`config.mk`:
```
export PLATFORM = sky130hd
export DESIGN_NAME = bp_be_fe_queue_buffer_flat
export DESIGN_NICKNAME = d
export VERILOG_FILES = /design/src/rtl/bp_be_fe_queue_buffer_pkg.sv /design/src/rtl/bp_be_fe_queue_buffer_if.sv /design/src/rtl/bp_be_fe_queue_buffer_mem.sv /design/src/rtl/bp_be_fe_queue_buffer.sv /design/src/flat_wrapper.sv
export SDC_FILE = /design/constraint.sdc
export NUM_CORES = 1
export LEC_CHECK = 0
export BUFFER_PORTS_ARGS = -buffer_cell sky130_fd_sc_hd__buf_2
export CAP_MARGIN = 5
export CORE_AREA = 5 5 311 313
export DETAILED_ROUTE_END_ITERATION = 12
export DIE_AREA = 0 0 316 318
export GPL_TIMING_DRIVEN = 0
export HOLD_SLACK_MARGIN = 0.05
export PLACE_DENSITY = 0.55
export RECOVER_POWER = 100
export SKIP_CTS_REPAIR_TIMING = 1
export SLEW_MARGIN = 20
export SYNTH_ARGS = -nofsm -noshare
export SYNTH_HDL_FRONTEND = slang
export SYNTH_SLANG_ARGS = --single-unit
```
`constraint.sdc`:
```
create_clock -name clk_i -period 12.5 [get_ports clk_i]
set_clock_uncertainty 0.2 [all_clocks]
set_input_delay 0.625 -clock clk_i [delete_from_list [all_inputs] [get_ports clk_i]]
set_output_delay 0.625 -clock clk_i [all_outputs]
set_load 0.005 [all_outputs]
```
`src/rtl/bp_be_fe_queue_buffer_pkg.sv`:
```
// Shared types for the BE-side fetch-packet queue: packet layout, packet
// enums and the pointer-width helper.
package bp_be_fe_queue_buffer_pkg;

  localparam int unsigned vaddr_width_lp           = 39;
  localparam int unsigned instr_width_lp           = 32;
  localparam int unsigned branch_metadata_width_lp = 36;

  typedef enum logic [1:0] {
    e_fe_fetch     = 2'd0,
    e_fe_exception = 2'd1
  } bp_fe_queue_type_e;

  typedef enum logic [2:0] {
    e_itlb_miss          = 3'd0,
    e_instr_page_fault   = 3'd1,
    e_instr_access_fault = 3'd2,
    e_icache_miss        = 3'd3,
    e_exc_none           = 3'd7
  } bp_fe_exception_code_e;

  typedef struct packed {
    bp_fe_queue_type_e                   msg_type;
    bp_fe_exception_code_e               exception_code;
    logic [vaddr_width_lp-1:0]           vaddr;
    logic [instr_width_lp-1:0]           instr;
    logic [branch_metadata_width_lp-1:0] branch_metadata_fwd;
  } bp_fe_queue_s;

  localparam int unsigned fe_queue_width_lp = $bits(bp_fe_queue_s);

  // Index bits plus one wrap bit.
  function automatic int unsigned bp_be_fe_queue_ptr_width(input int unsigned els);
    return $clog2(els) + 1;
  endfunction

endpackage

```
`src/rtl/bp_be_fe_queue_buffer_if.sv`:
```
// FE-to-BE queue handshake bundle: enqueue side, read side and the
// commit/roll/clear controls.
interface bp_be_fe_queue_buffer_if;
  import bp_be_fe_queue_buffer_pkg::*;

  bp_fe_queue_s fe_queue_i;
  logic         fe_queue_v_i;
  logic         fe_queue_ready_and_o;
  bp_fe_queue_s fe_queue_o;
  logic         fe_queue_v_o;
  logic         fe_queue_yumi_i;
  logic         deq_v_i;
  logic         roll_v_i;
  logic         clr_v_i;
  logic         empty_o;

  modport slave (
    input  fe_queue_i, fe_queue_v_i, fe_queue_yumi_i, deq_v_i, roll_v_i, clr_v_i,
    output fe_queue_ready_and_o, fe_queue_o, fe_queue_v_o, empty_o
  );

  modport master (
    output fe_queue_i, fe_queue_v_i, fe_queue_yumi_i, deq_v_i, roll_v_i, clr_v_i,
    input  fe_queue_ready_and_o, fe_queue_o, fe_queue_v_o, empty_o
  );

endinterface

```
`src/rtl/bp_be_fe_queue_buffer_mem.sv`:
```
// 1-read 1-write register-file storage: synchronous write, asynchronous read.
// Contents are deliberately not reset.
module bp_be_fe_queue_buffer_mem #(
  parameter int unsigned width_p = 8,
  parameter int unsigned els_p   = 8
) (
  input  logic                       clk_i,
  input  logic                       w_v_i,
  input  logic [$clog2(els_p)-1:0]   w_addr_i,
  input  logic [width_p-1:0]         w_data_i,
  input  logic [$clog2(els_p)-1:0]   r_addr_i,
  output logic [width_p-1:0]         r_data_o
);

  logic [width_p-1:0] mem_q [els_p];

  always_ff @(posedge clk_i) begin
    if (w_v_i) begin
      mem_q[w_addr_i] <= w_data_i;
    end
  end

  assign r_data_o = mem_q[r_addr_i];

endmodule

```
`src/rtl/bp_be_fe_queue_buffer.sv`:
```
// Checkpointed circular fetch-packet queue: entries stay resident after being
// read until committed (deq), so the BE can rewind (roll) or flush (clr).
module bp_be_fe_queue_buffer
  import bp_be_fe_queue_buffer_pkg::*;
#(
  parameter int unsigned els_p = 8
) (
  input  logic                    clk_i,
  input  logic                    reset_i,
  bp_be_fe_queue_buffer_if.slave  fe_if
);

  localparam int unsigned ptr_w_lp = bp_be_fe_queue_ptr_width(els_p);
  localparam int unsigned idx_w_lp = ptr_w_lp - 1;

  typedef logic [ptr_w_lp-1:0] ptr_t;

  ptr_t cptr_q, cptr_d;
  ptr_t rptr_q, rptr_d;
  ptr_t wptr_q, wptr_d;
  logic v_q, v_d;
  logic ready_q, ready_d;
  logic empty_q, empty_d;

  logic enq, yumi, deq, roll, clr, wr_v;
  logic [fe_queue_width_lp-1:0] rd_data;

  // Full when indices match but the wrap bits disagree.
  function automatic logic is_full(input ptr_t c, input ptr_t w);
    return (c[idx_w_lp-1:0] == w[idx_w_lp-1:0]) && (c[ptr_w_lp-1] != w[ptr_w_lp-1]);
  endfunction

  always_comb begin
    enq  = fe_if.fe_queue_v_i & ready_q;
    yumi = fe_if.fe_queue_yumi_i & v_q;
    deq  = fe_if.deq_v_i & (cptr_q != rptr_q);
    roll = fe_if.roll_v_i;
    clr  = fe_if.clr_v_i;
    // A packet accepted during a redirect is acknowledged but not stored.
    wr_v = enq & ~clr;

    cptr_d = cptr_q + ptr_w_lp'(deq);
    rptr_d = roll ? cptr_d : (rptr_q + ptr_w_lp'(yumi));
    wptr_d = clr ? rptr_d : (wptr_q + ptr_w_lp'(wr_v));

    v_d     = (rptr_d != wptr_d);
    ready_d = ~is_full(cptr_d, wptr_d);
    empty_d = (cptr_d == wptr_d);
  end

  always_ff @(posedge clk_i) begin
    if (reset_i) begin
      cptr_q  <= '0;
      rptr_q  <= '0;
      wptr_q  <= '0;
      v_q     <= 1'b0;
      ready_q <= 1'b1;
      empty_q <= 1'b1;
    end else begin
      cptr_q  <= cptr_d;
      rptr_q  <= rptr_d;
      wptr_q  <= wptr_d;
      v_q     <= v_d;
      ready_q <= ready_d;
      empty_q <= empty_d;
    end
  end

  bp_be_fe_queue_buffer_mem #(
    .width_p (fe_queue_width_lp),
    .els_p   (els_p)
  ) u_mem (
    .clk_i    (clk_i),
    .w_v_i    (wr_v & ~reset_i),
    .w_addr_i (wptr_q[idx_w_lp-1:0]),
    .w_data_i (fe_if.fe_queue_i),
    .r_addr_i (rptr_q[idx_w_lp-1:0]),
    .r_data_o (rd_data)
  );

  assign fe_if.fe_queue_o           = bp_fe_queue_s'(rd_data);
  assign fe_if.fe_queue_v_o         = v_q;
  assign fe_if.fe_queue_ready_and_o = ready_q;
  assign fe_if.empty_o              = empty_q;

  // Protocol checks on the BE-side controls.
  always_ff @(posedge clk_i) begin
    if (!reset_i) begin
      assert (!(fe_if.fe_queue_yumi_i && !v_q))
        else $error("fe_queue: yumi while no valid entry");
      assert (!(fe_if.deq_v_i && (cptr_q == rptr_q)))
        else $error("fe_queue: deq with no read-but-uncommitted entry");
      assert (!(enq && is_full(cptr_q, wptr_q)))
        else $error("fe_queue: enqueue while full");
    end
  end

endmodule

```
`src/flat_wrapper.sv`:
```
// flat-port wrapper written by rule: the top's interface ports become plain ports
module bp_be_fe_queue_buffer_flat import bp_be_fe_queue_buffer_pkg::*;
#(
  parameter int unsigned els_p = 8
)
  (clk_i, reset_i, fe_if_fe_queue_i, fe_if_fe_queue_v_i, fe_if_fe_queue_yumi_i, fe_if_deq_v_i, fe_if_roll_v_i, fe_if_clr_v_i, fe_if_fe_queue_ready_and_o, fe_if_fe_queue_o, fe_if_fe_queue_v_o, fe_if_empty_o);
  bp_be_fe_queue_buffer_if fe_if_i ();
  input  logic clk_i;
  input  logic reset_i;
  input wire logic [$bits(fe_if_i.fe_queue_i)-1:0] fe_if_fe_queue_i;
  input wire logic [$bits(fe_if_i.fe_queue_v_i)-1:0] fe_if_fe_queue_v_i;
  input wire logic [$bits(fe_if_i.fe_queue_yumi_i)-1:0] fe_if_fe_queue_yumi_i;
  input wire logic [$bits(fe_if_i.deq_v_i)-1:0] fe_if_deq_v_i;
  input wire logic [$bits(fe_if_i.roll_v_i)-1:0] fe_if_roll_v_i;
  input wire logic [$bits(fe_if_i.clr_v_i)-1:0] fe_if_clr_v_i;
  output wire logic [$bits(fe_if_i.fe_queue_ready_and_o)-1:0] fe_if_fe_queue_ready_and_o;
  output wire logic [$bits(fe_if_i.fe_queue_o)-1:0] fe_if_fe_queue_o;
  output wire logic [$bits(fe_if_i.fe_queue_v_o)-1:0] fe_if_fe_queue_v_o;
  output wire logic [$bits(fe_if_i.empty_o)-1:0] fe_if_empty_o;
  assign fe_if_i.fe_queue_i = fe_if_fe_queue_i;
  assign fe_if_i.fe_queue_v_i = fe_if_fe_queue_v_i;
  assign fe_if_i.fe_queue_yumi_i = fe_if_fe_queue_yumi_i;
  assign fe_if_i.deq_v_i = fe_if_deq_v_i;
  assign fe_if_i.roll_v_i = fe_if_roll_v_i;
  assign fe_if_i.clr_v_i = fe_if_clr_v_i;
  assign fe_if_fe_queue_ready_and_o = fe_if_i.fe_queue_ready_and_o;
  assign fe_if_fe_queue_o = fe_if_i.fe_queue_o;
  assign fe_if_fe_queue_v_o = fe_if_i.fe_queue_v_o;
  assign fe_if_empty_o = fe_if_i.empty_o;
  bp_be_fe_queue_buffer #(.els_p(els_p)) u_core (.clk_i(clk_i), .reset_i(reset_i), .fe_if(fe_if_i));
endmodule
```
## After elaboration in Yosys (flattened, before gate mapping)

Memory sizes are Yosys's and may differ from the RTL's. A register that Yosys moved wholly into a read port is not among the register bits.
Cells that the tools add are included.

| word-level totals | value |
|---|---|
| bits of input ports | 119 |
| logic and storage cells | 29 |
| memory bits (read-only) | 0 |
| bits in registers | 15 |
| output and inout port bits | 115 |
| latch bits | 0 |
| memory bits (writable) | 896 |
| memories kept | 1 |

Memory list:

| name | depth | width | read ports | clocked after Yosys merged registers in | write ports | line | RTL |
|---|---|---|---|---|---|---|---|
| u_core.u_mem.mem_q | 8 | 112 | 1 | 1 | 1 | bp_be_fe_queue_buffer_mem.sv:15 | `logic [width_p-1:0] mem_q [els_p];` |

| cells by class | value |
|---|---|
| reductions and logical operators | 1 |
| bitwise gates (word level) | 8 |
| shift operators | 0 |
| magnitude comparators | 0 |
| $add $sub $neg | 3 |
| multiplexer cells | 5 |
| multiply operators | 0 |
| equality and inequality tests | 5 |
| div/mod/pow operators | 0 |

Operators by type and width:

| cell | count |
|---|---|
| 4-bit by 1-bit adder with 4-bit output | 3 |
| 4-bit two-way mux | 2 |
| 4-bit inequality test | 2 |
| 1-bit AND | 5 |
| 4-bit == test | 1 |
| 3-bit == test | 1 |
| 3-bit two-way mux | 1 |
| 1-bit inverter | 3 |
| 1-bit two-way mux | 2 |
| 1-bit logical AND | 1 |
| 1-bit inequality test | 1 |

## Depth between registers and ports, before layout

Gate-level depths: netlist (run 1).

| depth | value |
|---|---|
| depth in word-level cells | 8 |
| gate-level depth with buffers | 11 |
| mapped depth without buffers | 9 |

## Cells and area by module

Synthesis (run 1) repeated with hierarchy kept, for this count alone.

| unflattened totals | value |
|---|---|
| cells, all modules | 1,392 |
| area total of the unflattened synthesis | 34,729.6 µm² |

Modules (own cells, without submodules):

| module | seq. area each (µm²) | cells an instance | area an instance (µm²) | instances |
|---|---|---|---|---|
| bp_be_fe_queue_buffer_mem | 26,905.8 | 1,307 | 33,912.5 | 1 |
| bp_be_fe_queue_buffer | 300.3 | 85 | 817.0 | 1 |

## Worst setup path after synthesis (run 1)

No wires, ideal clock.

| path | value |
|---|---|
| path kind | input to register |
| start | input port fe_if_clr_v_i |
| end | memory u_core.u_mem.mem_q[0][0] (netlist bit), enable pin |
| buffers on the path | 1 |
| stages | 3 |
| arrival | 8.983 ns |
| setup slack | 2.597 ns |
| required time | 11.580 ns |
| cells stage by stage | clkbuf_1 -> or4_1 -> nor3_1 |

| on the way | value |
|---|---|
| word-level cells in the longest chain between the ends | 5 |

Ends and longest elaborated chain:

| item | line | RTL |
|---|---|---|
| from (decl) | flat_wrapper.sv:15 | `input wire logic [$bits(fe_if_i.clr_v_i)-1:0] fe_if_clr_v_i;` |
| 1-bit inverter | bp_be_fe_queue_buffer.sv:40 | `wr_v = enq & ~clr;` |
| 1-bit AND | bp_be_fe_queue_buffer.sv:40 |  |
| 1-bit AND | bp_be_fe_queue_buffer.sv:74 | `.w_v_i (wr_v & ~reset_i),` |
| 1-bit two-way mux | bp_be_fe_queue_buffer_mem.sv:18 | `if (w_v_i) begin` |
| 1-bit two-way mux (not written as such) | bp_be_fe_queue_buffer_mem.sv:19 | `mem_q[w_addr_i] <= w_data_i;` |
| to (decl) | bp_be_fe_queue_buffer_mem.sv:15 |  |

No other way between the ends.

## Worst setup path in the final report (run 1)

| path | value |
|---|---|
| start | input port reset_i |
| end | memory u_core.u_mem.mem_q[6][49] (netlist bit), enable pin |

| on the way | value |
|---|---|
| word-level cells in the longest chain between the ends | 4 |

Ends and longest elaborated chain:

| item | line | RTL |
|---|---|---|
| from (decl) | flat_wrapper.sv:9 | `input logic reset_i;` |
| 1-bit inverter | bp_be_fe_queue_buffer.sv:74 |  |
| 1-bit AND | bp_be_fe_queue_buffer.sv:74 |  |
| 1-bit two-way mux | bp_be_fe_queue_buffer_mem.sv:18 |  |
| 1-bit two-way mux (not written as such) | bp_be_fe_queue_buffer_mem.sv:19 |  |

No other way between the ends.

==> metrics.md, run 1 <==
| Metric | Value |
|---|---|
| Status | complete, no violations |
| Clock Sinks | around 910 |
| Die Y | around 320 um |
| Share of cells above drive strength 1 | a little over a quarter |
| Pin count of the biggest net entering global routing | 20 |
| Crit-path max cell delay | around 1.1 ns |
| WS Path Type | primary input to flip-flop |
| Leading cell type in the layout, fill and taps excluded | edfxtp_1 |
| Reg clk slew, reported paths | approximately 0.06 ns |
| Largest cells by area after synthesis | edfxtp_1 78%, mux4_2 15%, mux2_2 3.7% |
| Peak VDD IR | roughly 110 uV |
| Die Wd | approximately 320 um |
| Crit-path most repeated cell | clkbuf_1 |
| Placed cell count | a little under 3000 |
| CORE AREA | 94000 um^2 |
| Req. time, crit path | approximately 13 ns |
| Cells along the critical path | dlygate4sd3_1 > clkbuf_1 > or4_1 > nor2_1 > clkbuf_1 > clkbuf_1 > clkbuf_1 |
| Synth Instances | about 1400 |
| Wire per inst | 24.4 um |
| TritonCTS buffer count | 97 |
| Area delta synth->final | 19.6% |
| Cell Rows | between 100 and 150 |
| Most frequent cells in the layout | 896 x edfxtp_1, 282 x clkbuf_1, 224 x mux4_2 |
| Final-layout fill cell count | slightly above 8000 |
| Mapped cell area | around 34000 um^2 |
| Final ANT Viol Nets | 0 |
| Fin. Hold Viols | 0 |
| Hold crit path type | primary input to flip-flop |
| Initial antenna violation count | 12 |
| Post-synthesis register bit count | 911 |
| CTS tree | yes |
| Pwr dens | approximately 170 nW/um^2 |
| Total track usage | between 10% and 20% |
| Number of distinct library cells after synthesis | 33 |
| Final Total Pwr | ~7000 uW |
| Synth area leader | edfxtp_1 |
| CP top delay family | buffers and inverters |
| Finished Layout Cells | approximately 3200 |
| CP Launch Point | reset_i |
| F_max | roughly 160 MHz |
| Synth top area share | 78.2% |
| Leakage Power | around 0.013 uW |
| Synthesis Warnings | 0 |
| Drt pass-1 iters | 5 |
| Buffer and inverter count on the worst path | 5 |
| Nets | ~2000 |
| Final Cycle Share | 49.6% |
| Port bufs | approximately 230 |
| WP data arrival | between 6 and 7 ns |
| Iteration-0 DRC Markers | between 1000 and 1500 |
| Min Clock Period, post-route | slightly above 6 ns |
| CP Capture Type | flip-flop |
| Tightest Pin Transition | roughly 1.5 ns |
| Instance count on the critical path | 7 |
| Clock latency at the later pin of the worst-skew pair | around 0.64 ns |
| H-tree Lvls | 3 |
| CP startpoint kind | primary input |
| Initial Util | a little over a third |
| Final global-route overflow total | 0 |
| Via count of the first global-routing pass | between 15000 and 20000 |
| Setup violators final | 0 |
| Via density per instance | slightly below 5 |
| First-pass GRT wire length | 116000 um |
| DP HPWL | 51300 um |
| Final worst setup slack | 6.30 ns |
| DRT Wirelength | between 70000 and 80000 um |
| Cell depth of the worst flop-to-flop path | 6 |
| Syn_nets | roughly 1500 |
| GPL Wtd Cong | 0.709 |
| Post-Syn Area per Cell | 24.6 um^2 |
| Final Max Slew Viols | 0 |
| CTS root buffer | clkbuf_16 |
| DR DRC count | 0 |
| Crit path to | u_core.u_mem.mem_q[6][49] |
| I/O pin cnt | around 230 |
| Slowest stage cell, crit path | clkbuf_1 |
| Die Area | 100000 um^2 |
| Max_cap viols | 0 |
| Worst slew margin | between 1.5 and 2% |
| Reg2Reg Launch Point | u_core.fe_if.fe_queue_ready_and_o |
| RSZ-0062 raised after global routing | no |
| Crit-path max FO | 17 |
| Deepest clock path buffer count | 3 |
| RR Endpoint | u_core.u_mem.mem_q[6][49] |
| Reg2Reg Setup Slack | approximately 6.7 ns |
| Vias | 16004 |
| Sequential area share after synthesis | 79.1% |
| Setup WS pre-CTS | between 8 and 9 ns |
worst reg2reg max path: cells and delay by family (launching register included):
family	cells	cell delay, ns
simple gates	3	1.59
flops	1	0.36
buf+inv	3	3.22
cells by family after synthesis:
| group | share of synthesized area (%) |
|---|---|
| flip-flops | 79.1 |
| multiplexers | 18.4 |
| buffers and inverters | 0.866 |
| AND/OR/NAND/NOR | 0.608 |
| XOR/XNOR | 0.458 |
| AO/OA/AOI/OAI | 0.320 |
| adder cells (fa/ha/maj) | 0.218 |
cell usage after synthesis (all sizes together):
cell / n
dfxtp: 15
o22ai: 2
ha: 6
mux2i: 2
nand2: 5
or4: 1
nand2b: 4
nor3b: 1
mux4: 224
nor3: 2
o21ai: 2
nor2b: 4
nand4: 1
xnor2: 8
and2: 2
nor2: 17
a21o: 1
buf: 39
o41a: 2
edfxtp: 896
a211oi: 3
nand3: 3
clkbuf: 27
a2bb2oi: 1
o32a: 1
and3b: 1
o21bai: 1
xor2: 10
mux2: 113
or3b: 1
a311oi: 1
per-stage QoR:
step | setup TNS (ns) | hold slack [ns] | cell area (um^2) | utilization (%)
CTS | 0 | -0.0200 | 41700 | 44.4
finish | 0 | 0.141 | 41100 | 43.8
global placement | -1772.70 | 0.411 | 37100 | 39.5
floorplan | 0 | 0.367 | 34400 | -
detailed placement | 0 | 0.419 | 38600 | 41.0
global route | 0 | 0.142 | 41100 | 43.7
metal layers:
metal	GRT usage, %	vias to the layer above	share of wire, %
met5	0	-	0.054
met4	3.64	6	1.8
met3	3.53	105	4.7
met2	26.6	343	51
met1	20.7	8573	43
li1	-	6977	-
state kept, by name, indices dropped and copies added, names as in the netlist:
register,flops
u_core.cptr_q,4
u_core.wptr_q,4
u_core.rptr_q,4
u_core.fe_if.fe_queue_ready_and_o,1
u_core.u_mem.mem_q,896
u_core.fe_if.empty_o,1
u_core.fe_if.fe_queue_v_o,1
cell type report:
cell class | instances | area, um^2 | area share, %
well taps | 1265 | 1580 | 3.85
multi-input cells | 419 | 6890 | 16.7
clock buffers | 114 | 2510 | 6.11
repair buffers | 387 | 2010 | 4.89
plain buffers | 66 | 273 | 0.663
clock inverters | 62 | 644 | 1.57
diodes | 8 | 20.0 | 0.0487
flip-flops and latches | 911 | 27200 | 66.1
worst min path at each step:
| stage | from | to | slack [ns] | cells past startpoint |
|---|---|---|---|---|
| 3_3_place_gp | u_core.cptr_q[3] | u_core.cptr_q[3] | 0.41 | 2 |
| 4_1_cts | fe_if_fe_queue_i[68] | u_core.u_mem.mem_q[7][68] | -0.02 | 1 |
| 2_1_floorplan | u_core.cptr_q[3] | u_core.cptr_q[3] | 0.37 | 2 |
| 3_5_place_dp | u_core.cptr_q[3] | u_core.cptr_q[3] | 0.42 | 2 |
| 6_report | fe_if_fe_queue_i[92] | u_core.u_mem.mem_q[6][92] | 0.14 | 1 |
| 5_1_grt | fe_if_fe_queue_i[51] | u_core.u_mem.mem_q[3][51] | 0.14 | 1 |
where the power goes:
group          switching (uW)  total (uW)  internal (uW)
combinational             472         947            475
sequential               10.4        3410           3400
clock                    1130        2830           1700
(Power assumes the default switching activity.)
==> run 2, diff against run 1 <==
Settings changed: ABC_AREA from default to 1, CORE_AREA 5 5 311 313 to 5 5 317 319, DIE_AREA 0 0 316 318 to 0 0 322 324.
Clock period 12.5 ns to 6 ns, I/O delays scaled along.
==> run 2 against run 1 <==
Synthesized area is 3.9% higher; first-iteration DRC count increased by 57%; register-to-register slack worse by 5.3 ns; via count rose by 46%; power increased by 130%; wire length increased by 29%; critical path depth stayed put; the run now ends with capacitance limit, slew limit left; final area increased by 5.3%; synthesized cell count is 92% higher; die area grew 3.8%; largest cell class unchanged.
==> metrics.md, run 2 <==
| Metric | Value |
|---|---|
| I/O pin cnt | 234 |
| Switch share | about 28% |
| Pin count of the biggest net entering global routing | 24 |
| DR DRC count | 0 |
| F_max | 213 MHz |
| Cell Rows | around 120 |
| Via density per instance | 5.13 |
| Simple-gate area share of the yosys netlist | roughly an eighth |
| Cell depth of the worst flop-to-flop path | 6 |
| Leading cell type in the layout, fill and taps excluded | edfxtp_1 |
| Final Max Slew Viols | 104 |
| Fin. Hold Viols | 0 |
| Die Y | around 320 um |
| Die Wd | ~320 um |
| Final worst setup slack | 1.30 ns |
| Peak VDD IR | between 200 and 250 uV |
| RSZ-0062 raised after global routing | no |
| Port bufs | around 230 |
| Failing checks | capacitance limit, slew limit |
| Final design area excluding fillers | 43300 um^2 |
| Top reg by flops | u_core.u_mem.mem_q |
| Clock Sinks | 911 |
| Placed instance area | ~40000 um^2 |
| Share of cells above drive strength 1 | 9.41% |
| Synth area leader | edfxtp_1 |
| Reg2Reg Setup Slack | approximately 1.4 ns |
| Number of distinct library cells after synthesis | 24 |
| Final core utilization | 44.4% |
| Crit-path max cell delay | roughly 1.1 ns |
| Reg clk slew, reported paths | approximately 0.060 ns |
| CP top delay family | buffers and inverters |
| Syn_nets | ~2800 |
| Nets | roughly 3300 |
| P_int | 11900 uW |
| Synthesis Warnings | 0 |
| Comb power frac | slightly above 20% |
| Wire per inst | between 20 and 25 um |
| Final Cycle Share | between 70% and 80% |
| Min Clock Period, post-route | roughly 4.7 ns |
| CP Capture Type | flip-flop |
| Initial Util | a little over a third |
| Leakage Power | 0.0146 uW |
| Most frequent cells after synthesis | 896 x edfxtp_1, 695 x nor2_1, 389 x nand2_1, 224 x o21ai_0, 224 x o32ai_1 |
| First-pass GRT wire length | 148000 um |
| P_sw | 4720 uW |
| Vias | 23379 |
| WS Path Type | primary input to flip-flop |
| Post-Synth Adder-Cell Area | 0.210% |
| Most used DFF post-synth | edfxtp_1 |
| Flop pwr share | 42.9% |
| H-tree Lvls | 3 |
| Pwr dens | ~380 nW/um^2 |
| Sequential area share after synthesis | roughly three quarters |
| Synth top area share | 75.3% |
| WP data arrival | approximately 4.8 ns |
| Final global-route overflow total | 0 |
| GPL Wtd Cong | 0.790 |
| Final-layout fill cell count | around 8900 |
| Synth Area in Compound Gates | between 8 and 9% |
| Setup violators final | 0 |
| Setup_tns | 0 ns |
| Async SR Flop Fraction | 0% |
| Crit-path max FO | 18 |
| Slowest stage cell, crit path | clkbuf_1 |
| Max_cap viols | 7 |
| TritonCTS buffer count | 95 |
| Drt pass-1 iters | 5 |
| Synthesized-area fraction occupied by xor and xnor cells | less than 1% |
| Tightest Pin Transition | between 1.5 and 2 ns |
| Die Area | around 100000 um^2 |
| CP startpoint kind | primary input |
| Deepest clock path buffer count | 3 |
| Number of synthesized flops with an enable pin | approximately 900 |
| Buffer and inverter count on the worst path | 4 |
| Hold crit path type | primary input to flip-flop |
| Most frequent cells in the layout | 896 x edfxtp_1, 695 x nor2_1, 389 x nand2_1 |
| Crit-path most repeated cell | clkbuf_1 |
| Clock latency at the later pin of the worst-skew pair | 0.65 ns |
| Max FFs per register | approximately 900 |
| Post-Syn Area per Cell | between 10 and 15 um^2 |
| Synth Instances | ~2700 |
| Setup WS pre-CTS | 2.66 ns |
| Via count of the first global-routing pass | 22822 |
| Instance count on the critical path | 7 |
| Most frequent cell after synthesis | edfxtp_1 |
| Worst slew margin | -23.9% |
| Mux contribution to synthesized area | 0% |
| Req. time, crit path | around 6.1 ns |
| Cells along the critical path | dlygate4sd3_1 > clkbuf_1 > nor4_1 > nand2_1 > nor2_1 > clkbuf_1 > clkbuf_1 |
| Clk pwr share | 36.7% |
| CTS tree | yes |
| Hold path depth | 5 |
| Status | finished with violations |
| CTS root buffer | clkbuf_16 |
| CORE AREA | between 90000 and 100000 um^2 |
| Largest family of logic cells by synthesized area | simple AND/OR/NAND/NOR gates |
| Area delta synth->final | 21.3% |
| Largest cells by area after synthesis | edfxtp_1 75%, nor2_1 7.3%, o32ai_1 5.5% |
| DRT Wirelength | roughly 100000 um |
| Post-synthesis register bit count | about 900 |
| Final ANT Viol Nets | 0 |
| Iteration-0 DRC Markers | about 2000 |
| Final Total Pwr | ~17000 uW |
| Initial antenna violation count | 10 |
| Total track usage | between 10% and 20% |
| DP HPWL | 65000 um |
| Mapped cell area | around 36000 um^2 |
## run 2: cell types whose count changed in the layout (fill, tap and decap cells not counted), moves of 45 or more
cell           before  now
dlygate4sd3_1      71  116
mux2_1             56    0
mux2_2             57    0
mux4_2            224    0
nand2_1             5  389
nor2_1             17  695
o21ai_0             2  224
o32ai_1             0  224
## run 2: cells by family (layout without fill, tap and decap cells)
family,Yosys count,count (layout)
xor+xnor,5,5
other cells,0,5
flops,911,911
buf+inv,200,775
compound gates,452,452
simple gates,1112,1112
fa+ha+maj,6,6
## run 2: metal layers
layer | wire [um] | track usage (%)
met5 | 27 | 0
met2 | 48600 | 30.3
met3 | 6720 | 3.57
met4 | 2540 | 6.57
met1 | 43900 | 25.7
## run 2: worst paths after layout
check                                          from                         to
setup / recovery                      fe_if_clr_v_i  u_core.u_mem.mem_q[3][69]
hold / removal                        fe_if_deq_v_i           u_core.cptr_q[0]
setup reg to reg  u_core.fe_if.fe_queue_ready_and_o  u_core.u_mem.mem_q[3][69]
hold reg to reg                    u_core.cptr_q[2]           u_core.cptr_q[2]
## run 2: worst min-delay path: cells and delay by family
| kind | cells | cell delay, ns |
|---|---|---|
| buf+inv | 2 | 0.16 |
| simple gates | 1 | 0.08 |
| compound gates | 1 | 0.11 |
| fa+ha+maj | 1 | 0.16 |
## run 2: layout make-up
cell class	instances	area, um^2	area share (%)
Inverter	24	95.1	0.219
Clock inverter	60	692	1.60
Antenna cell	5	12.5	0.0289
Timing Repair Buffer	398	2760	6.36
Buffer	176	978	2.26
Multi-Input combinational cell	1575	7440	17.2
Clock buffer	117	2540	5.87
Sequential cell	911	27200	62.8
Tap cell	1287	1610	3.72
## run 2: metrics by stage
stage          hold slack [ns]  std cells
2_1_floorplan            0.169       2686
3_3_place_gp             0.359       4205
3_5_place_dp             0.359       4255
4_1_cts                 -0.337       4432
5_1_grt                 0.0561       4552
6_report                0.0112       4553
## run 2: power by group through the flow
stage	sequential (uW)	clock (uW)	combinational, uW
finish	7110	6090	3370
floorplan	7260	0	1920
CTS	7110	6190	3440
global placement	7280	0	3370
global route	7120	6460	3700
detailed placement	7240	0	3420
